<file path="config.mk">
export PLATFORM = sky130hd
export DESIGN_NAME = mavg_fifo_ctrl_flat
export DESIGN_NICKNAME = d
export VERILOG_FILES = /design/src/rtl/mavg_fifo_ctrl_pkg.sv /design/src/rtl/mavg_fifo_ctrl_if.sv /design/src/rtl/mavg_fifo_ctrl_window.sv /design/src/rtl/mavg_fifo_ctrl.sv /design/src/flat_wrapper.sv
export SDC_FILE = /design/constraint.sdc
export NUM_CORES = 1
export LEC_CHECK = 0
export CAP_MARGIN = 20
export CORE_MARGIN = 8
export CORE_UTILIZATION = 47
export CTS_BUF_LIST = sky130_fd_sc_hd__clkbuf_4
export DETAILED_ROUTE_END_ITERATION = 12
export PLACE_DENSITY_LB_ADDON = 0.12
export SYNTH_ARGS = -nofsm -noshare
export SYNTH_HDL_FRONTEND = slang
export SYNTH_SLANG_ARGS = --single-unit
</file>
<file path="constraint.sdc">
create_clock -name i_clk -period 7.1 [get_ports i_clk]
set_input_delay 1.42 -clock i_clk [delete_from_list [all_inputs] [get_ports i_clk]]
set_output_delay 1.42 -clock i_clk [all_outputs]
set_load 0.01 [all_outputs]
</file>
<file path="src/rtl/mavg_fifo_ctrl_pkg.sv">
// mavg_pkg: shared state encoding and sizing helper for the moving-average FIFO controller
// Contents: state_e (IDLE/FETCH/UPDATE/OUTPUT), sum_width() for the running-sum register width
package mavg_pkg;

    typedef enum logic [1:0] {
        IDLE   = 2'd0,
        FETCH  = 2'd1,
        UPDATE = 2'd2,
        OUTPUT = 2'd3
    } state_e;

    // A window of 2^w samples of d bits sums to less than 2^(d+w), so this width never overflows
    function automatic int sum_width(input int d, input int w);
        return d + w;
    endfunction

endpackage

</file>
<file path="src/rtl/mavg_fifo_ctrl_if.sv">
// mavg_fifo_ctrl_if: FIFO read port plus average valid/ready handshake
// master: the controller (pops the FIFO, drives the average)
// slave : the environment (FIFO flags/data, consumer ready)
interface mavg_fifo_ctrl_if #(parameter int D_SIZE = 8);
    logic              fifo_empty;
    logic [D_SIZE-1:0] fifo_data;
    logic              fifo_inc;
    logic [D_SIZE-1:0] avg_data;
    logic              avg_valid;
    logic              avg_ready;
    modport master (input fifo_empty, fifo_data, avg_ready, output fifo_inc, avg_data, avg_valid);
    modport slave (output fifo_empty, fifo_data, avg_ready, input fifo_inc, avg_data, avg_valid);
endinterface

</file>
<file path="src/rtl/mavg_fifo_ctrl_window.sv">
// mavg_window: sliding window of 2^WIN_LOG2 samples with running sum, fill count and primed flag
// Ports: i_clk, i_rstn (sync, active-low), i_shift (push i_sample), i_clear (empty the window),
//        o_sum_next (sum after pushing i_sample), o_full_next (window full after the push), o_primed
module mavg_window
    import mavg_pkg::*;
#(
    parameter int D_SIZE   = 8,
    parameter int WIN_LOG2 = 2,
    localparam int SW      = sum_width(D_SIZE, WIN_LOG2)
) (
    input  logic              i_clk,
    input  logic              i_rstn,
    input  logic              i_shift,
    input  logic              i_clear,
    input  logic [D_SIZE-1:0] i_sample,
    output logic [SW-1:0]     o_sum_next,
    output logic              o_full_next,
    output logic              o_primed
);
    localparam int WIN = 1 << WIN_LOG2;
    localparam logic [WIN_LOG2:0] WIN_C = (WIN_LOG2 + 1)'(WIN);
    logic [D_SIZE-1:0] win_q [WIN];
    logic [SW-1:0]     sum_q;
    logic [WIN_LOG2:0] fill_q, fill_d;
    logic [D_SIZE-1:0] oldest;
    assign o_primed    = fill_q == WIN_C;
    assign oldest      = o_primed ? win_q[WIN-1] : '0;
    assign o_sum_next  = sum_q + SW'(i_sample) - SW'(oldest);
    assign fill_d      = o_primed ? fill_q : fill_q + (WIN_LOG2 + 1)'(1);
    assign o_full_next = fill_d == WIN_C;
    always_ff @(posedge i_clk) begin
        if (!i_rstn || i_clear) begin
            sum_q  <= '0;
            fill_q <= '0;
            for (int i = 0; i < WIN; i++) win_q[i] <= '0;
        end else if (i_shift) begin
            win_q[0] <= i_sample;
            for (int i = 1; i < WIN; i++) win_q[i] <= win_q[i-1];
            sum_q  <= o_sum_next;
            fill_q <= fill_d;
        end
    end
endmodule

</file>
<file path="src/rtl/mavg_fifo_ctrl.sv">
// mavg_fifo_ctrl: drains a show-ahead FIFO one sample at a time and emits the sliding-window average
// Ports: i_clk, i_rstn (sync, active-low), i_en (allow new fetches), i_clr (sync window clear),
//        bus (mavg_fifo_ctrl_if.master: FIFO empty/data/pop, average data/valid/ready),
//        o_primed (window full), o_busy (FSM not idle)
// Build option: define MAVG_ROUND_EN for round-half-up averaging; truncating otherwise
module mavg_fifo_ctrl
    import mavg_pkg::*;
#(
    parameter int D_SIZE   = 8,
    parameter int WIN_LOG2 = 2
) (
    input  logic                   i_clk,
    input  logic                   i_rstn,
    input  logic                   i_en,
    input  logic                   i_clr,
    mavg_fifo_ctrl_if.master       bus,
    output logic                   o_primed,
    output logic                   o_busy
);
    localparam int SW = sum_width(D_SIZE, WIN_LOG2);
    state_e            state_q, state_d;
    logic [D_SIZE-1:0] sample_q, avg_q;
    logic [SW-1:0]     sum_next, rnd_sum;
    logic              full_next, pop, shift;
    assign pop   = state_q == FETCH && !bus.fifo_empty && !i_clr;
    assign shift = state_q == UPDATE && !i_clr;
`ifdef MAVG_ROUND_EN
    // Half an LSB of the quotient; zero when the window is a single sample
    localparam logic [SW-1:0] HALF = (SW'(1) << WIN_LOG2) >> 1;
    assign rnd_sum = sum_next + HALF;
`else
    assign rnd_sum = sum_next;
`endif
    mavg_window #(.D_SIZE(D_SIZE), .WIN_LOG2(WIN_LOG2)) u_window (
        .i_clk       (i_clk),
        .i_rstn      (i_rstn),
        .i_shift     (shift),
        .i_clear     (i_clr),
        .i_sample    (sample_q),
        .o_sum_next  (sum_next),
        .o_full_next (full_next),
        .o_primed    (o_primed)
    );
    always_comb begin
        state_d = state_q;
        if (i_clr) state_d = IDLE;
        else case (state_q)
            IDLE:    if (i_en && !bus.fifo_empty) state_d = FETCH;
            FETCH:   if (!bus.fifo_empty) state_d = UPDATE;
            UPDATE:  state_d = full_next ? OUTPUT : IDLE;
            OUTPUT:  if (bus.avg_ready) state_d = IDLE;
            default: state_d = IDLE;
        endcase
    end
    always_ff @(posedge i_clk) begin
        if (!i_rstn) begin
            state_q  <= IDLE;
            sample_q <= '0;
            avg_q    <= '0;
        end else begin
            state_q <= state_d;
            if (pop) sample_q <= bus.fifo_data;
            if (shift) avg_q <= D_SIZE'(rnd_sum >> WIN_LOG2);
        end
    end
    assign bus.fifo_inc  = pop;
    assign bus.avg_valid = state_q == OUTPUT;
    assign bus.avg_data  = avg_q;
    assign o_busy        = state_q != IDLE;
endmodule
</file>
<file path="src/flat_wrapper.sv">
// flat-port wrapper written by rule: the top's interface ports become plain ports
module mavg_fifo_ctrl_flat import mavg_pkg::*;
#(
    parameter int D_SIZE   = 8,
    parameter int WIN_LOG2 = 2
)
  (i_clk, i_rstn, i_en, i_clr, o_primed, o_busy, bus_fifo_empty, bus_fifo_data, bus_avg_ready, bus_fifo_inc, bus_avg_data, bus_avg_valid);
  mavg_fifo_ctrl_if #(.D_SIZE(D_SIZE)) bus_i ();
  input  logic i_clk;
  input  logic i_rstn;
  input  logic i_en;
  input  logic i_clr;
  output logic o_primed;
  output logic o_busy;
  input wire logic [$bits(bus_i.fifo_empty)-1:0] bus_fifo_empty;
  input wire logic [$bits(bus_i.fifo_data)-1:0] bus_fifo_data;
  input wire logic [$bits(bus_i.avg_ready)-1:0] bus_avg_ready;
  output wire logic [$bits(bus_i.fifo_inc)-1:0] bus_fifo_inc;
  output wire logic [$bits(bus_i.avg_data)-1:0] bus_avg_data;
  output wire logic [$bits(bus_i.avg_valid)-1:0] bus_avg_valid;
  assign bus_i.fifo_empty = bus_fifo_empty;
  assign bus_i.fifo_data = bus_fifo_data;
  assign bus_i.avg_ready = bus_avg_ready;
  assign bus_fifo_inc = bus_i.fifo_inc;
  assign bus_avg_data = bus_i.avg_data;
  assign bus_avg_valid = bus_i.avg_valid;
  mavg_fifo_ctrl #(.D_SIZE(D_SIZE), .WIN_LOG2(WIN_LOG2)) u_core (.i_clk(i_clk), .i_rstn(i_rstn), .i_en(i_en), .i_clr(i_clr), .bus(bus_i), .o_primed(o_primed), .o_busy(o_busy));
endmodule
</file>
# Word-level counts from Yosys, hierarchy flattened
# Memory sizes are Yosys's and may differ from the RTL's.
# Index checks and enable logic that the tools add are counted.
word_totals:
  ff_bits: 31
  ram_bits: 32
  inputBits: 14
  out_inout_bits: 12
  elab_cells: 50
  memories: 1
memory_table:
  columns: ["name", "words", "word_bits", "read_ports", "rd_ports_with_merged_regs", "wr", "line_no", "text"]
  rows:
  - ["u_core.u_window.win_q", 4, 8, 4, 0, 4, "mavg_fifo_ctrl_window.sv:22", "logic [D_SIZE-1:0] win_q [WIN];"]
classes:
  addsub: 3
  eq_ne: 8
  mux: 16
  n_bitwise: 5
  reduce_logical: 12
op_table:
  columns: ["op", "count"]
  rows:
  - ["$mux 8", 5]
  - ["$add 10x8->10", 1]
  - ["$sub 10x8->10", 1]
  - ["$mux 2", 4]
  - ["$pmux 2 s4", 1]
  - ["$eq 3x3->1 const B", 2]
  - ["$mux 1", 5]
  - ["$eq 2x2->1 const B", 2]
  - ["$logic_and 1x1->1", 4]
  - ["$ne 2x2->1 const B", 2]
  - ["$or 1x1->1", 4]
  - ["$add 3x1->3 const B", 1]
  - ["$logic_not 1->1", 3]
  - ["$mux 3", 1]
  - ["$reduce_and 3->1", 1]
  - ["$eq 2x1->1 const B", 1]
  - ["$logic_not 2->1", 1]
  - ["$ne 2x1->1 const B", 1]
  - ["$reduce_bool 2->1", 1]
  - ["$reduce_or 2->1", 1]
  - ["$logic_or 1x1->1", 1]
  - ["$not 1->1", 1]

# Longest topological paths before layout
# Gate-level depths: netlist of run 1.
logic_depth:
  word_depth: 6
  ltp_mapped: 15
  depth_no_buf: 14

# Modules after synthesis
# From an unflattened synthesis of run 1, not the netlist that was laid out.
hier_totals:
  hier_cells: 322
  hier_area_um2: 3328.2
modules_own_cells:
  columns: ["module", "n_inst", "cells_per_inst", "area_per_inst_um2"]
  rows:
  - ["mavg_window", 1, 247, 2567.5]
  - ["mavg_fifo_ctrl", 1, 75, 760.7]

# Least setup slack after synthesis of run 1
# No wires, ideal clock.
synth_timing:
  path_kind: "input to output"
  start: "in bus_fifo_empty"
  end: "out bus_fifo_inc"
  arrival_ns: 2.177
  required_ns: 5.680
  setup_slack_ns: 3.503
  stages: 4
  n_path_buf: 1
  cell_sequence: "nand2b_1 > or3_1 > clkbuf_1 > inv_2"
synth_via:
  elab_chain_len: 3
synth_lines:
  columns: ["element", "line_no", "text"]
  rows:
  - ["from (decl)", "flat_wrapper.sv:15", "input wire logic [$bits(bus_i.fifo_empty)-1:0] bus_fifo_empty;"]
  - ["$logic_not 1->1", "mavg_fifo_ctrl.sv:25", "assign pop = state_q == FETCH && !bus.fifo_empty && !i_clr;"]
  - ["$logic_and 1x1->1 (2 in a row)", "mavg_fifo_ctrl.sv:25", null]
  - ["to (decl)", "flat_wrapper.sv:18", "output wire logic [$bits(bus_i.fifo_inc)-1:0] bus_fifo_inc;"]
# Every way passes these cells.

# Final worst setup path of run 1
# Same ends and word-level chain as after synthesis.

==> flow_metrics.py, run 1 <==
metrics = {
    "yosys": {
        "synth_fp_nets": 356,
        "synth_enable_flop_cells": 32,
        "syn_area_mm2": 0.003154,
        "avgSynthCellArea_um2": 9.796,
        "synthFlopType": "edfxtp_1",
        "async_reset_ff_share_pct": 0,
        "ys_types": 40,
        "yosysWarnings": 0,
        "netlist_instances": 322,
        "ys_seq_area_share_pct": 50.14,
        "yosys_register_bits": 63,
    },
    "sta": {
        "finalHoldViolCount": 0,
        "skew_ns": 0.01041,
        "fmax_mhz": 214.5,
        "totalNegativeSetupSlack_ns": 0,
        "fin_crit_sh_pct": 65.66,
        "fin_hold_ws_ns": 0.4589,
        "setup_viol": 0,
        "rsz0062_at_grt": "false",
        "fin_crit_ns": 4.662,
        "tightest_slew_ns": 0.9239,
        "final_max_slew_viol_count": 0,
        "slew_headroom_pct": 38.40,
    },
    "setup_path": {
        "cp_data_required_time_ns": 5.68,
        "critPathBufInv": 3,
        "cp-endpoint": "bus_fifo_inc",
        "crit_cells": 5,
        "crit_path_max_incr_delay_ns": 0.56,
        "cp_slowest_cell": "clkdlybuf4s50_1",
        "crit_family": "buffers and inverters",
        "cp_max_fo": 9,
        "worstSetupEndpointType": "output pin",
        "worstSetupStartpoint": "bus_fifo_empty",
        "critPathKind": "in -> out",
        "reg2reg_depth": 12,
        "crit_path_start_kind": "input pin",
        "timing.rr.start": "u_core.u_window.fill_q[0]",
        "r2r_slack_ns": 3.76,
        "r2r-end": "u_core.u_window.sum_q[9]",
        "crit_chain": "clkdlybuf4s50_1, nand2b_1, or3_1, inv_2, clkdlybuf4s50_1",
        "arrival_ns": 3.24,
        "path_common_cell": "clkdlybuf4s50_1",
    },
    "run_status": {
        "status": "complete, no violations",
    },
    "die": {
        "start_util_pct": 47.48,
        "coreArea_mm2": 0.006644,
        "die-area_mm2": 0.009588,
        "rows": 30,
        "die_h_um": 97.92,
        "die_x_um": 97.92,
        "ios": 26,
    },
    "drt": {
        "drt-total-wl_mm": 6.453,
        "via_per_inst": 5.284,
        "dr.first_iter.drc_count": 156,
        "firstDrtPassIters": 4,
        "ant_nets": 0,
        "route.detailed.drc": 0,
        "vias": 2267,
        "wire_per_inst_um": 15.04,
    },
    "final_layout": {
        "nets": 378,
        "drive_gt1_share_pct": 6.877,
        "final_common_cell": "nand2_1",
        "syn_to_final_growth_pct": 14.60,
        "fill_cells": 626,
        "final_cell_mix": "nand2_1 (38), inv_1 (37), and3_1 (32), edfxtp_1 (32), dfxtp_1 (31)",
        "insertedDiodeCount": 0,
    },
    "clock_tree": {
        "htreeDepth": 3,
        "numCtsBuffers": 9,
        "clock_latency_ns": 0.41,
        "clock_path_buffers": 2,
        "clk_pin_slew_ns": 0.10,
        "cts_tree": "done",
        "ctsHoldBuffers": 0,
        "clock_sinks": 63,
        "cts_setup_buffers": 0,
        "cts_resized": 0,
        "clockRootBuffer": "clkbuf_4",
    },
    "place": {
        "numPortBuffers": 25,
        "gp_congestion": 0.7458,
        "dp_hpwl_mm": 4.538,
    },
    "power": {
        "powerDensity_mw_per_mm2": 195.5,
        "total_power_uw": 706.8,
        "peakVddDrop_mv": 0.1170,
        "leakagePower_nw": 1.513,
    },
    "global_route": {
        "grt_antenna_before_repair": 0,
        "grt_pass1_wl_mm": 10.93,
        "first_global_vias": 2250,
        "grt_use_total_pct": 14.47,
        "gr-total-overflow": 0,
        "grt_max_degree": 35,
    },
    "hold_path": {
        "holdCritPathClass": "reg -> reg",
        "hp-start": "u_core.u_window.sum_q[5]",
    },
    "job": {
        "cap_viol_max_count": 0,
    },
}
-- cells in the mapped netlist (2+ instances only) --
library cell,number,area share (%)
o21ai_0,8,1.3
buf_2,4,0.63
nand3_1,10,1.6
inv_1,37,4.4
nand2_1,38,4.5
edfxtp_1,32,30
ha_1,12,4.8
a21oi_1,14,2.2
and3_1,32,6.3
nand4b_1,2,0.56
and2_1,2,0.40
nor2b_1,3,0.60
clkbuf_1,12,1.4
nand2b_1,7,1.4
nor2_1,18,2.1
xor2_1,4,1.1
or3_1,2,0.40
a21o_1,6,1.4
a21boi_0,12,2.9
nor3_1,5,0.79
fa_1,8,5.1
a31oi_1,3,0.60
xnor2_1,4,1.1
dfxtp_1,31,20
-- power breakdown --
part	switching (mW)	total, mW	leakage [nW]	internal [mW]
clock	0.133	0.279	0.0844	0.146
sequential	0.00224	0.391	0.606	0.389
combinational	0.0203	0.0363	0.822	0.0161
-- worst register-to-register path, cell delays in order, from the launching register on --
cell	delay, ns
dfxtp_1	0.39
inv_1	0.09
ha_1	0.33
and3_1	0.27
fa_1	0.49
inv_1	0.04
ha_1	0.37
a21o_1	0.23
a21o_1	0.21
a21o_1	0.21
a2111o_1	0.38
o2111ai_1	0.13
o31ai_2	0.10
-- how the worst min path moves through the flow --
stage	endpoint	slack, ns	cells after the start
finish	u_core.u_window.sum_q[5]	0.46	2
detailed placement	u_core.u_window.sum_q[3]	0.45	2
global placement	u_core.u_window.sum_q[3]	0.44	2
CTS	u_core.u_window.sum_q[3]	0.46	2
global route	u_core.u_window.sum_q[3]	0.49	2
floorplan	u_core.u_window.sum_q[2]	0.44	2
-- metrics by stage --
stage / instance area [µm²] / cells / setup slack (ns) / util (%)
CTS: 3615 / 429 / 2.426 / 54.41
global placement: 3455 / 413 / 2.438 / 52.00
global route: 3615 / 429 / 2.315 / 54.41
finish: 3615 / 429 / 2.438 / 54.41
floorplan: 3154 / 322 / 3.503 / -
detailed placement: 3455 / 413 / 2.447 / 52.00
-- cell type report --
class	instances	area [µm²]	area share, %
Clock inverter	6	85.08	2.354
Timing Repair Buffer	27	265.3	7.338
Inverter	38	142.6	3.946
Sequential cell	63	1582	43.75
Tap cell	80	100.1	2.769
Multi-Input combinational cell	205	1365	37.76
Clock buffer	10	75.07	2.077
-- flip-flops by register name (all words and copies together), names as in the netlist --
name / cells
u_core.u_window.fill_q: 3
u_core.u_window.sum_q: 10
u_core.bus.avg_data: 8
u_core.state_q: 2
u_core.u_window.win_q: 32
u_core.sample_q: 8
-- cells by family (layout without fill, tap and decap cells) --
| kind of cell | after synthesis | in the layout | share of synthesized area [%] |
|---|---|---|---|
| buffers and inverters | 54 | 81 | 6.584 |
| adders and majority gates | 20 | 20 | 9.837 |
| AOI/OAI and AO/OA | 52 | 52 | 11.03 |
| DFF | 63 | 63 | 50.14 |
| xor gates and xnor gates | 8 | 8 | 2.221 |
| and+or+nand+nor | 125 | 125 | 20.19 |
-- metal layers --
metal  part of all wire, %  track usage (%)
met1                    46            17.73
met2                    46            22.87
met3                   5.5            4.196
met4                   2.0            6.835
met5                     0                0
No activity file was read; power rests on OpenSTA's default activity.
==> run 2: changes to the inputs <==
==> constraint.sdc (replaced) <==
create_clock -name i_clk -period 4.15 [get_ports i_clk]
set_input_delay 0.83 -clock i_clk [delete_from_list [all_inputs] [get_ports i_clk]]
set_output_delay 0.83 -clock i_clk [all_outputs]
set_load 0.01 [all_outputs]
==> run 2 against run 1 <==
Power up 66%. Non-clock buffer count up 2. Die area unchanged. Final area up 0.14%. Clock skew up 0.0014 ns. Register-to-register slack worse by 2.9 ns. Largest power group unchanged. Utilization up 0.075 points.
==> flow_metrics.py, run 2 (synthesized netlist as in run 1, its figures left out) <==
metrics = {
    "run_status": {
        "status": "complete, no violations",
    },
    "setup_path": {
        "reg2reg_depth": 12,
        "r2r_slack_ns": 0.88,
        "arrival_ns": 2.65,
        "cp_max_fo": 9,
        "crit_path_start_kind": "input pin",
        "critPathKind": "in -> out",
        "worstSetupEndpointType": "output pin",
        "cp_data_required_time_ns": 3.32,
    },
    "final_layout": {
        "syn_to_final_growth_pct": 14.76,
        "insertedDiodeCount": 0,
        "final_cell_mix": "nand2_1 (38), inv_1 (37), and3_1 (32), edfxtp_1 (32), dfxtp_1 (31)",
        "fill_cells": 614,
        "largest_reg_flops": 32,
        "nets": 380,
        "top_register": "u_core.u_window.win_q",
        "final_common_cell": "nand2_1",
        "drive_gt1_share_pct": 7.692,
        "reg_top3": "u_core.u_window.win_q (32), u_core.u_window.sum_q (10)",
    },
    "drt": {
        "route.met2.wl_mm": 2.794,
        "ant_nets": 0,
        "vias": 2228,
        "via_per_inst": 5.169,
        "wl_met1_mm": 3.227,
        "routed.top_layer": "met4",
        "dr.first_iter.drc_count": 108,
        "drt-total-wl_mm": 6.344,
        "firstDrtPassIters": 4,
        "wire_per_inst_um": 14.72,
        "route.detailed.drc": 0,
        "met3WireLength_um": 215,
    },
    "clock_tree": {
        "numCtsBuffers": 9,
        "htreeDepth": 3,
        "clock_latency_ns": 0.43,
        "clk_pin_slew_ns": 0.11,
        "ctsHoldBuffers": 0,
        "clockRootBuffer": "clkbuf_4",
        "cts_resized": 0,
        "cts_setup_buffers": 0,
        "clock_path_buffers": 2,
        "cts_tree": "done",
        "clock_sinks": 63,
    },
    "place": {
        "dp_hpwl_mm": 4.438,
        "gp_congestion": 0.7522,
        "numPortBuffers": 25,
    },
    "sta": {
        "setup_viol": 0,
        "fin_crit_ns": 3.475,
        "tightest_slew_ns": 0.7728,
        "finalHoldViolCount": 0,
        "fin_crit_sh_pct": 83.74,
        "final_max_slew_viol_count": 0,
        "slew_headroom_pct": 48.29,
        "totalNegativeSetupSlack_ns": 0,
        "rsz0062_at_grt": "false",
        "fin_hold_ws_ns": 0.4620,
        "fmax_mhz": 287.8,
        "skew_ns": 0.01178,
    },
    "global_route": {
        "grt_antenna_before_repair": 0,
        "gr-total-overflow": 0,
        "grt_max_degree": 34,
        "grt_pass1_wl_mm": 10.82,
        "grt_use_total_pct": 14.37,
        "first_global_vias": 2235,
    },
    "die": {
        "die-area_mm2": 0.009588,
        "start_util_pct": 47.48,
        "coreArea_mm2": 0.006644,
        "die_x_um": 97.92,
        "die_h_um": 97.92,
        "ios": 26,
        "rows": 30,
    },
    "power": {
        "powerDensity_mw_per_mm2": 324.3,
        "leakagePower_nw": 1.513,
        "peakVddDrop_mv": 0.3030,
    },
    "job": {
        "cap_viol_max_count": 0,
    },
    "hold_path": {
        "holdCritPathClass": "reg -> reg",
        "min_path_cells": 2,
    },
}
==> run 2: path summary, 6_finish.rpt <==
path,startpoint,endpoint
max reg2reg,u_core.u_window.fill_q[0],u_core.u_window.sum_q[9]
min reg2reg,u_core.u_window.sum_q[5],u_core.u_window.sum_q[5]
min,u_core.u_window.sum_q[5],u_core.u_window.sum_q[5]
max,bus_fifo_empty,bus_fifo_inc
==> run 2: layout make-up <==
class	instances	area (µm²)	area share, %
sequential	63	1582	43.69
inverter	38	142.6	3.941
timing repair buffer	29	280.3	7.743
clock inverter	7	82.58	2.281
clock buffer	9	67.56	1.867
multi-input combinational	205	1365	37.71
tap	80	100.1	2.765
==> run 2: routing by layer <==
metal | GRT usage (%) | vias to the layer above
li1 | - | 1142
met1 | 18.62 | 1043
met2 | 21.39 | 34
met3 | 4.410 | 9
met4 | 6.595 | 0
met5 | 0 | -
==> run 2: worst max-delay path, stage by stage <==
cell	delay, ns
clkdlybuf4s50_1	0.42
nand2b_1	0.16
or3_1	0.49
inv_2	0.19
clkdlybuf4s50_1	0.56
==> run 2: metrics by stage <==
stage          utilization, %  power, mW  std cells  area, µm²  setup slack (ns)
3_5_place_dp            52.22     0.7464        415       3470            0.6743
6_report                54.48      1.174        431       3620            0.6750
4_1_cts                 54.48      1.191        431       3620            0.6546
3_3_place_gp            52.22     0.7458        415       3470            0.6777
5_1_grt                 54.48      1.221        431       3620            0.5303
2_1_floorplan               -     0.7197        322       3154             1.083
==> run 2: where the power goes <==
group	internal (mW)	leakage (nW)	total (mW)	switching, mW
sequential	0.666	0.606	0.669	0.00367
clock	0.190	0.0742	0.442	0.252
combinational	0.0280	0.833	0.0626	0.0346
total	0.883	1.51	1.17	0.290
